===== src/rtl/botun_game_ctrl.sv =====
// Four-button reaction game sequencer: debounced keys, pseudo-random target,
// per-round seconds countdown, score/lives bookkeeping and win/game-over detection.
module botun_game_ctrl #(
  parameter int unsigned TICK_DIV      = 25_000_000,
  parameter int unsigned DEBOUNCE_CYC  = 250_000,
  parameter int unsigned ROUND_SECONDS = 9,
  parameter int unsigned START_LIVES   = 3,
  parameter int unsigned MAX_SCORE     = 9,
  parameter logic [7:0]  LFSR_SEED     = 8'hA5
) (
  input  logic       clk,
  input  logic       rst,
  input  logic [3:0] key,
  input  logic       start,
  output logic [1:0] target,
  output logic [3:0] countdown,
  output logic [3:0] score,
  output logic [1:0] lives,
  output logic       round_active,
  output logic       hit_pulse,
  output logic       miss_pulse,
  output logic       game_over,
  output logic       win
);

  localparam int DB_W = $clog2(DEBOUNCE_CYC + 1);
  localparam int TK_W = $clog2(TICK_DIV + 1);
  localparam logic [DB_W-1:0] DB_LAST = DB_W'(DEBOUNCE_CYC - 1);
  localparam logic [TK_W-1:0] TK_LAST = TK_W'(TICK_DIV - 1);

  typedef enum logic [1:0] {IDLE, ARM, WAIT, OVER} state_e;

  logic [3:0]      sync1_q, sync2_q, acc_q, press_q;
  logic [DB_W-1:0] db_cnt_q [4];

  state_e          state_q;
  logic [7:0]      lfsr_q, lfsr_d;
  logic [TK_W-1:0] tick_q;
  logic [1:0]      target_q, cand;
  logic [3:0]      countdown_q, score_q;
  logic [1:0]      lives_q;
  logic            hit_q, miss_q, win_q;
  logic            tick, hit_ev, miss_ev;

  // Key path: two-flop synchroniser, per-bit stability counter, rising-edge press strobe
  always_ff @(posedge clk) begin
    if (rst) begin
      sync1_q <= '0;
      sync2_q <= '0;
      acc_q   <= '0;
      press_q <= '0;
      for (int i = 0; i < 4; i++) db_cnt_q[i] <= '0;
    end else begin
      sync1_q <= key;
      sync2_q <= sync1_q;
      for (int i = 0; i < 4; i++) begin
        press_q[i] <= 1'b0;
        if (sync2_q[i] == acc_q[i]) begin
          db_cnt_q[i] <= '0;
        end else if (db_cnt_q[i] == DB_LAST) begin
          db_cnt_q[i] <= '0;
          acc_q[i]    <= sync2_q[i];
          press_q[i]  <= sync2_q[i];
        end else begin
          db_cnt_q[i] <= db_cnt_q[i] + DB_W'(1);
        end
      end
    end
  end

  assign lfsr_d = {lfsr_q[6:0], lfsr_q[7] ^ lfsr_q[5] ^ lfsr_q[4] ^ lfsr_q[3]};
  assign cand   = lfsr_q[1:0];
  assign tick   = (tick_q == TK_LAST);
  // A press always outranks the tick; more than one simultaneous press never matches the mask
  assign hit_ev  = (press_q == (4'b0001 << target_q));
  assign miss_ev = (|press_q && !hit_ev) || (press_q == 4'b0000 && tick && countdown_q == 4'd0);

  always_ff @(posedge clk) begin
    if (rst) begin
      state_q     <= IDLE;
      lfsr_q      <= LFSR_SEED;
      tick_q      <= '0;
      target_q    <= '0;
      countdown_q <= '0;
      score_q     <= '0;
      lives_q     <= '0;
      hit_q       <= 1'b0;
      miss_q      <= 1'b0;
      win_q       <= 1'b0;
    end else begin
      lfsr_q <= lfsr_d;
      hit_q  <= 1'b0;
      miss_q <= 1'b0;
      case (state_q)
        IDLE, OVER: begin
          if (start) begin
            score_q <= '0;
            lives_q <= 2'(START_LIVES);
            win_q   <= 1'b0;
            state_q <= ARM;
          end
        end
        ARM: begin
          target_q    <= (cand == target_q) ? target_q + 2'd1 : cand;
          countdown_q <= 4'(ROUND_SECONDS);
          tick_q      <= '0;
          state_q     <= WAIT;
        end
        WAIT: begin
          tick_q <= tick ? '0 : tick_q + TK_W'(1);
          if (hit_ev) begin
            score_q <= score_q + 4'd1;
            hit_q   <= 1'b1;
            if (score_q + 4'd1 == 4'(MAX_SCORE)) begin
              win_q   <= 1'b1;
              state_q <= OVER;
            end else begin
              state_q <= ARM;
            end
          end else if (miss_ev) begin
            miss_q <= 1'b1;
            if (lives_q != 2'd0) lives_q <= lives_q - 2'd1;
            state_q <= (lives_q <= 2'd1) ? OVER : ARM;
          end else if (tick) begin
            countdown_q <= countdown_q - 4'd1;
          end
        end
        default: state_q <= IDLE;
      endcase
    end
  end

  assign target       = target_q;
  assign countdown    = countdown_q;
  assign score        = score_q;
  assign lives        = lives_q;
  assign round_active = (state_q == WAIT);
  assign hit_pulse    = hit_q;
  assign miss_pulse   = miss_q;
  assign game_over    = (state_q == OVER);
  assign win          = win_q;

endmodule

===== config.mk =====
export PLATFORM = sky130hd
export DESIGN_NAME = botun_game_ctrl
export DESIGN_NICKNAME = d
export VERILOG_FILES = /design/src/rtl/botun_game_ctrl.sv
export SDC_FILE = /design/constraint.sdc
export NUM_CORES = 1
export LEC_CHECK = 0
export CELL_PAD_IN_SITES_DETAIL_PLACEMENT = 1
export CELL_PAD_IN_SITES_GLOBAL_PLACEMENT = 2
export CORE_MARGIN = 5
export CORE_UTILIZATION = 35
export DETAILED_ROUTE_END_ITERATION = 12
export GPL_ROUTABILITY_DRIVEN = 0
export PLACE_DENSITY_LB_ADDON = 0.05
export REMOVE_ABC_BUFFERS = 1
export SLEW_MARGIN = 20
export SYNTH_ARGS = -nofsm -noshare
export SYNTH_HDL_FRONTEND = slang
export SYNTH_SLANG_ARGS = --single-unit

===== constraint.sdc =====
create_clock -name clk -period 2.55 [get_ports clk]
set_clock_uncertainty 0.05 [all_clocks]
set_input_delay 0.51 -clock clk [delete_from_list [all_inputs] [get_ports clk]]
set_output_delay 0.51 -clock clk [all_outputs]
set_load 0.02 [all_outputs]

---- Word level (Yosys, flattened, before mapping) ----
Memory sizes are Yosys's and may differ from the RTL's.
Cells that the tools add are included.
word-level totals
  register bits after elaboration ......... 66
  memory bits (writable) .................. 72
  input bits .............................. 7
  output and inout port bits .............. 17
  memories ................................ 1
operators by class
  $add $sub $neg .......................... 9
  $lt $le $gt $ge ......................... 1
  equality and inequality tests ........... 24
  shift operators ......................... 1
  multiplexer cells ....................... 85
  bitwise logic cells ..................... 24
  reduce and logical (&&, ||, !) cells .... 28
memories
  memory    depth  bits a word  read ports  clocked after Yosys merged registers in  write ports  line  text
  db_cnt_q  4      18           4           0                                        4            34    logic [DB_W-1:0] db_cnt_q [4];
operators with widths
  operator               number
  $mux 18                12
  $add 18x1->18 const B  4
  $eq 18x18->1 const B   4
  $mux 1                 51
  $pmux 25 s2            1
  $add 25x1->25 const B  1
  $eq 25x25->1 const B   1
  $mux 25                1
  $mux 2                 10
  $mux 4                 5
  $pmux 4 s2             2
  $reduce_or 3->1        5
  $or 1x1->1             12
  $ne 2x1->1 const B     5
  $reduce_and 2->1       5
  $not 1->1              9
  $logic_not 4->1        2
  $reduce_and 4->1       2
  $ne 2x2->1 const B     3
  $pmux 2 s3             1
  $reduce_bool 2->1      3
  $reduce_and 5->1       1
  $add 4x1->4 const B    1
  $eq 1x1->1             4
  other kinds (21)       27

---- Depth between registers and ports, before layout ----
Gate-level depths: netlist of the first run.
  depth in word-level cells ............... 8
  gate-level depth with buffers ........... 9
  mapped depth without buffers ............ 8

---- Worst setup path before layout of the first run ----
OpenSTA, ideal clock, no wires.
  path kind ............................... reg2reg
  from .................................... register target_q[0] (netlist: target[0])
  to ...................................... register score_q[3] (netlist: score[3])
  setup time .............................. 136 ps
  arrival ................................. 2320 ps
  data required time ...................... 2364 ps
  path slack .............................. 44 ps
  cell stages (with the launch flop) ...... 9
  buffers on the path ..................... 0
  period minus slack after synthesis ...... 2506 ps
  cells stage by stage .................... dfxtp_1 > inv_1 > ha_1 > xor2_1 > or4_1 > a211oi_2 > nand4_1 > xor2_1 > nor2_1
on the way
  longest elaborated chain between the ends .. 4
ends and longest elaborated chain
  what                               line  text
  from (decl)                        39    logic [1:0] target_q, cand;
  from (signal assigned)             104   target_q <= (cand == target_q) ? target_q + 2'd1 : cand;
  $shl 1x2->4                        75    assign hit_ev = (press_q == (4'b0001 << target_q));
  $eq 4x4->1                         75
  $ne 2x1->1 (no source line)        -
  $reduce_and 3->1 (no source line)  -
  to (signal assigned)               112   score_q <= score_q + 4'd1;
  to (decl)                          40    logic [3:0] countdown_q, score_q;
Every way passes these cells.
A chain may end at the register's enable or synchronous reset.

---- Worst setup path after layout of the first run ----
  from .................................... register state_q[0]
  to ...................................... output round_active
on the way
  longest elaborated chain between the ends .. 1
ends and longest elaborated chain
  what                    line  text
  from (decl)             36    state_e state_q;
  from (signal assigned)  123   state_q <= (lives_q <= 2'd1) ? OVER : ARM;
  $eq 2x2->1              137   assign round_active = (state_q == WAIT);
  to (decl)               19    output logic round_active,
Every way passes these cells.

==> results of run 1 <==
==> worst paths after layout <==
path,slack (ps),to,cells past startpoint
worst max-delay path,130,round_active,4
worst min-delay path,360,lfsr_q[7]$_SDFF_PP1_,1
worst max register to register,220,countdown[3]$_SDFFE_PP0P_,9
worst min register to register,360,lfsr_q[7]$_SDFF_PP1_,1
==> power by group <==
group          internal, mW  total [mW]  switching, mW
clock network          1.54        2.45          0.904
logic                 0.248       0.553          0.305
registers              2.44        2.54          0.106
total                  4.23        5.54           1.32
==> registers in the layout (all words and copies together) (netlist names) <==
register and count:
hit_pulse 1, miss_pulse 1, lfsr_q 8, db_cnt_q 72, sync1_q 4, press_q 4, score 4, acc_q 4
state_q 2, lives 2, countdown 4, sync2_q 4, win 1, tick_q 25, target 2
==> synth_stat cells, drive strengths merged <==
master / n
dfxtp: 66
or4b: 1
and3: 17
o21ai: 9
and4: 10
nand4: 19
xnor2: 45
nand4b: 2
nor4b: 6
o41ai: 1
o31ai: 2
nand3: 43
xor2: 55
nor4: 9
nand3b: 1
clkbuf: 13
nand2b: 4
and3b: 2
and2: 4
inv: 22
a311oi: 1
o21bai: 1
a2bb2oi: 1
ha: 18
mux2i: 6
or4: 2
a31oi: 2
a211o: 1
conb: 1
and4b: 1
nor2b: 18
a211oi: 6
nor2: 120
nor4bb: 1
or2: 5
a21oi: 12
nand2: 35
nor3b: 4
buf: 4
nor3: 15
o221a: 1
edfxtp: 72
or3: 10
==> worst reg2reg max path: stages (launching register included) <==
cell       delay, ps
dfxtp_1          390
inv_1             80
ha_1             210
xor2_1           170
o41ai_1          410
buf_4            190
nor3b_1           80
and2_1           230
a2bb2oi_1        130
o221a_2          260
==> stage by stage <==
| stage | instances | worst slack [ps] | hold slack, ps |
|---|---|---|---|
| final | 1053 | 127.7 | 364.8 |
| after floorplan | 722 | 44.15 | 339.5 |
| after CTS | 1053 | 97.86 | 368.9 |
| after detailed placement | 1021 | 106.0 | 355.6 |
| after global routing | 1053 | 18.71 | 379.1 |
| after global placement | 1021 | 176.1 | 344.4 |
==> routing by layer <==
layer | up-vias | wire length, um | part of all wire
li1 | 2484 | - | -
met1 | 2368 | 6919 | 0.49
met2 | 35 | 6539 | 0.46
met3 | 11 | 444 | 0.032
met4 | 0 | 181 | 0.013
met5 | - | 0 | 0
==> logic make-up (layout without fill, tap and decap cells) <==
group                    Yosys count  count (layout)  share of synthesized area
AO/OA/AOI/OAI                     37              37                    0.03573
XOR/XNOR                         100             100                     0.1303
adder cells (fa/ha/maj)           18              18                    0.03350
buffers and inverters             39              93                    0.02289
flip-flops                       138             138                     0.5180
multiplexers                       6               6                   0.008932
other                              1              72                  0.0005577
AND/OR/NAND/NOR                  329             329                     0.2501
==> layout make-up <==
type                    count  area [um^2]
flip-flops and latches    138         3483
well taps                 260        325.3
repair buffers             39        357.8
clock inverters             8        90.09
fillers                  2166        10630
inverters                  22        82.58
clock buffers              24        493.0
multi-input cells         562         3364
==> metrics, run 1 <==
die area approximately 0.022 mm^2; most frequent cells in the layout 120 x nor2_1, 72 x edfxtp_1, 72 x conb_1, 66 x dfxtp_1, 55 x xor2_1; Mapped Cells approximately 670; share of cells above drive strength 1 0.07314; Die Wd approximately 150 um; CP delay by family, top buffers and inverters; GRT Total Usage 0.1371; final worst path period share 0.9499; setup_tns 0 ps; final count of negative-setup-slack endpoints 0; largest net degree at the start of global routing 26; Worst-Margin Slew between 700 and 800 ps; CP Buf/Inv Count 3; Root Driver clkbuf_16; Yosys top cell area share 0.3215; achievable clock frequency around 0.41 GHz; WL/cell roughly 13 um; GRT busiest layer met2; vias post-DR between 4000 and 5000; status finished, final reports clean; crit path cell chain inv_1 -> ha_1 -> buf_4 -> clkdlybuf4s50_1; CP max-delay cell clkdlybuf4s50_1; kind of critical path reg2out; leakage power ~3.0 nW; initial antenna violation count 0; met2 usage 0.2219; first-pass GRT wire length between 20000 and 25000 um; hpwl dp between 10000 and 15000 um; synth top area cells edfxtp_1 32%, dfxtp_1 20%, xor2_1 7.2%; fin crit period 2422 ps; clock buffer depth 2; post-CTS sizing 0; CTS Buf Count 17; gr ovfl total 0; largest area contributor in the netlist edfxtp_1; Crit Reg-Reg Startpoint target[0]$_SDFFE_PP0N_; Core Util, Final 0.4353; Hold Vio Cnt, Final 0; placed inst area ~0.0076 mm^2; syn_area_per_cell between 10 and 15 um^2; hold_sp lfsr_q[6]$_SDFF_PP0_; initial drt markers roughly 180; clock slew at reported path FFs approximately 50 ps; Overall Power ~5.5 mW; Worst Hold Class reg2reg; vias in the first global route 5107; crit-path max FO 12; Finished Cell Area 0.008197 mm^2; commonest non-fill, non-tap cell in the layout nor2_1; CP Launch Type register; Row Count 50; number of placed I/O pins 24; clock tree sinks roughly 140; Avg Vias per Cell approximately 4.7; worst vdd ir about 0.46 mV; Buffers on Ports 23; PwrDens about 680 mW/mm^2; normalized max-slew margin 0.5278; critical path data arrival time 1860 ps; initial core utilization 0.3571; max-capacitance violation count 0; CP Capture Type output port; core area about 0.019 mm^2; Layout Area Growth over Synthesis 21.90%; worst-skew pair later-pin latency ~420 ps; Worst path max stage delay about 550 ps; DRT Pass-1 Iters 5; CP Data Required Time around 2000 ps; met3 usage 0.03809; RSZ-0062 raised after global routing false; Final Slew Violations 0; TritonCTS clock tree done; routing usage on met1 0.1786; Post-DRT Antenna Nets 0; H-Tree Depth 4; sequential share of the synthesized area 0.5180; YS warnings 0; Post-CTS Setup Bufs 0; wirelength, routed ~14000 um; hold bufs inserted after CTS 0; mapped cell area 0.006724 mm^2; die height between 100 and 150 um; DRC 0; nets ~810; CP startpoint state_q[0]$_SDFFE_PP0P_; FF+latch count, synth 138; count of different cell masters after synthesis 50; Antenna diodes 0
No activity file was read; power rests on OpenSTA's default activity.
==> run 2, diff against run 1 <==
- GPL_TIMING_DRIVEN: not set -> 1
==> results of run 2 <==
Same layout as run 1: the final DEF is identical, and so are final timing and power.
==> run 3, diff against run 2 <==
- CORE_UTILIZATION: 35 -> 40
- clock period: 2.55 -> 2.45 ns (I/O delays scaled with it)
==> run 3 against run 2 <==
Non-clock buffer count grew 2. Sequential cell count unchanged. Global-route usage increased by 1.1 points. Hold slack better by 11 ps. Largest cell class unchanged. Core utilization grew 6.2 points. Via count increased by 0.76%. Routed wire length fell by 0.72%. Total power increased by 4.8%. Die area is 12% lower. Sequential share of layout area down 0.097 points. Sequential power grew 4%. Design area rose by 0.23%.
==> metrics, run 3 (synthesis results as in run 1) <==
non-filler instance count after layout 1015; final worst path period share 0.9413; normalized max-slew margin 0.5671; kind of critical path reg2reg; first-pass GRT wire length 23760 um; area taken by multi-input logic gates between 0.003 and 0.004 mm^2; internal power between 4 and 5 mW; Overall Power between 5 and 6 mW; leakage power 3.011 nW; switching pwr about 1.4 mW; CP delay by family, top simple AND/OR/NAND/NOR gates; clock buffer depth 2; Post-DRT Antenna Nets 0; DP Worst Slack between 60 and 70 ps; Buffers on Ports 23; GRT Total Usage 0.1476; number of placed I/O pins 24; CP Data Required Time 2740 ps; hpwl dp slightly below 10000 um; largest net degree at the start of global routing 26; CP Capture Type register; TritonCTS clock tree done; # fillers around 1900; crit path cell chain inv_1 -> ha_1 -> nor3b_2 -> nand4_1 -> or4_4 -> and4_4 -> or3_1 -> a21oi_1; clock network fraction of total power 0.442; core area 0.01652 mm^2; Root Driver clkbuf_16; Reg with most FFs db_cnt_q; Final Slew Violations 0; Largest regs db_cnt_q x72, tick_q x25, lfsr_q x8; max-capacitance violation count 0; Storage cell area ~0.0035 mm^2; initial core utilization 0.4069; Worst Hold Class reg2reg; Hold Path Cell Cnt 1; Flop pwr share 0.456; DRC 0; Worst-Margin Slew between 600 and 700 ps; Layout Area Growth over Synthesis 22.18%; clock slew at reported path FFs ~60 ps; most frequent cells in the layout 120 x nor2_1, 72 x edfxtp_1, 72 x conb_1, 66 x dfxtp_1, 55 x xor2_1; CP Launch Type register; final count of negative-setup-slack endpoints 0; final worst setup slack approximately 140 ps; status finished, final reports clean; WL/cell approximately 14 um; nets between 800 and 900; Worst path max stage delay 460 ps; Avg Vias per Cell slightly below 5; H-Tree Depth 4; share of cells above drive strength 1 0.08679; fin crit period roughly 2300 ps; die height 139.7 um; achievable clock frequency roughly 0.43 GHz; CP max-delay cell or4_4; clock tree sinks 138; dpl cells just under 1000; Antenna diodes 0; switching part of the total 0.2429; vias in the first global route 5052; DRT Pass-1 Iters 4; worst-skew pair later-pin latency 420 ps; vias post-DR ~4900; worst vdd ir 0.5034 mV; CTS Buf Count 17; PwrDens ~710 mW/mm^2; commonest non-fill, non-tap cell in the layout nor2_1; Row Count 47; initial drt markers between 150 and 200; CP Depth 8; gr ovfl total 0; die area a little under 0.02 mm^2; Die Wd roughly 140 um; max FFs per register 72; hold bufs inserted after CTS 0; Register-to-Register Path Depth 8; crit-path max FO 4; wirelength, routed approximately 14000 um; critical path data arrival time between 2000 and 3000 ps; Hold Vio Cnt, Final 0; Core Util, Final 0.4972; CP Buf/Inv Count 1; combinational share of power 0.102; initial antenna violation count 0
==> run 3: metrics by stage <==
stage	hold WS (ps)	setup TNS, ps	cell area, um^2
floorplan	339.5	-55.85	6919
global placement	341.1	0	7580
detailed placement	351.7	0	7580
CTS	380.8	0	8189
global route	412.2	-19.30	8215
finish	375.5	0	8215
==> run 3: final timing paths <==
path / start / end / slack, ps
worst max register to register: countdown[0]$_SDFFE_PP0P_ / state_q[1]$_SDFFE_PP0P_ / 140
worst min-delay path: lfsr_q[6]$_SDFF_PP0_ / lfsr_q[7]$_SDFF_PP1_ / 380
worst min register to register: lfsr_q[6]$_SDFF_PP0_ / lfsr_q[7]$_SDFF_PP1_ / 380
worst max-delay path: countdown[0]$_SDFFE_PP0P_ / state_q[1]$_SDFFE_PP0P_ / 140
==> run 3: power groups by stage <==
stage / Clock, mW / Sequential [mW] / Combinational (mW)
floorplan: 0 / 2.70 / 0.339
global placement: 0 / 2.69 / 0.559
detailed placement: 0 / 2.70 / 0.579
CTS: 2.65 / 2.65 / 0.590
global route: 2.77 / 2.66 / 0.663
finish: 2.57 / 2.65 / 0.590
==> run 3: final cells by class <==
type | count | area share
clock inverters | 7 | 0.005940
flip-flops and latches | 138 | 0.4240
repair buffers | 41 | 0.04721
clock buffers | 25 | 0.06823
multi-input cells | 562 | 0.4111
inverters | 22 | 0.01005
well taps | 220 | 0.03351
==> run 3: worst reg2reg max path: stages, from the launching register on <==
cell,delay (ps)
dfxtp_1,340
inv_1,80
ha_1,190
nor3b_2,260
nand4_1,140
or4_4,460
and4_4,230
or3_1,350
a21oi_1,140
==> run 3: what timing repair did <==
item                                    CTS  global route
endpoints found under the setup margin    0            14
resized for setup                         0             6
setup buffers                             0             0
==> run 3: metal layers <==
layer / wire length, um / share of wire / GRT usage
met5: 0 / 0 / 0
met4: 178 / 0.013 / 0.05252
met3: 388 / 0.028 / 0.04048
met2: 6725 / 0.48 / 0.2440
met1: 6691 / 0.48 / 0.1863
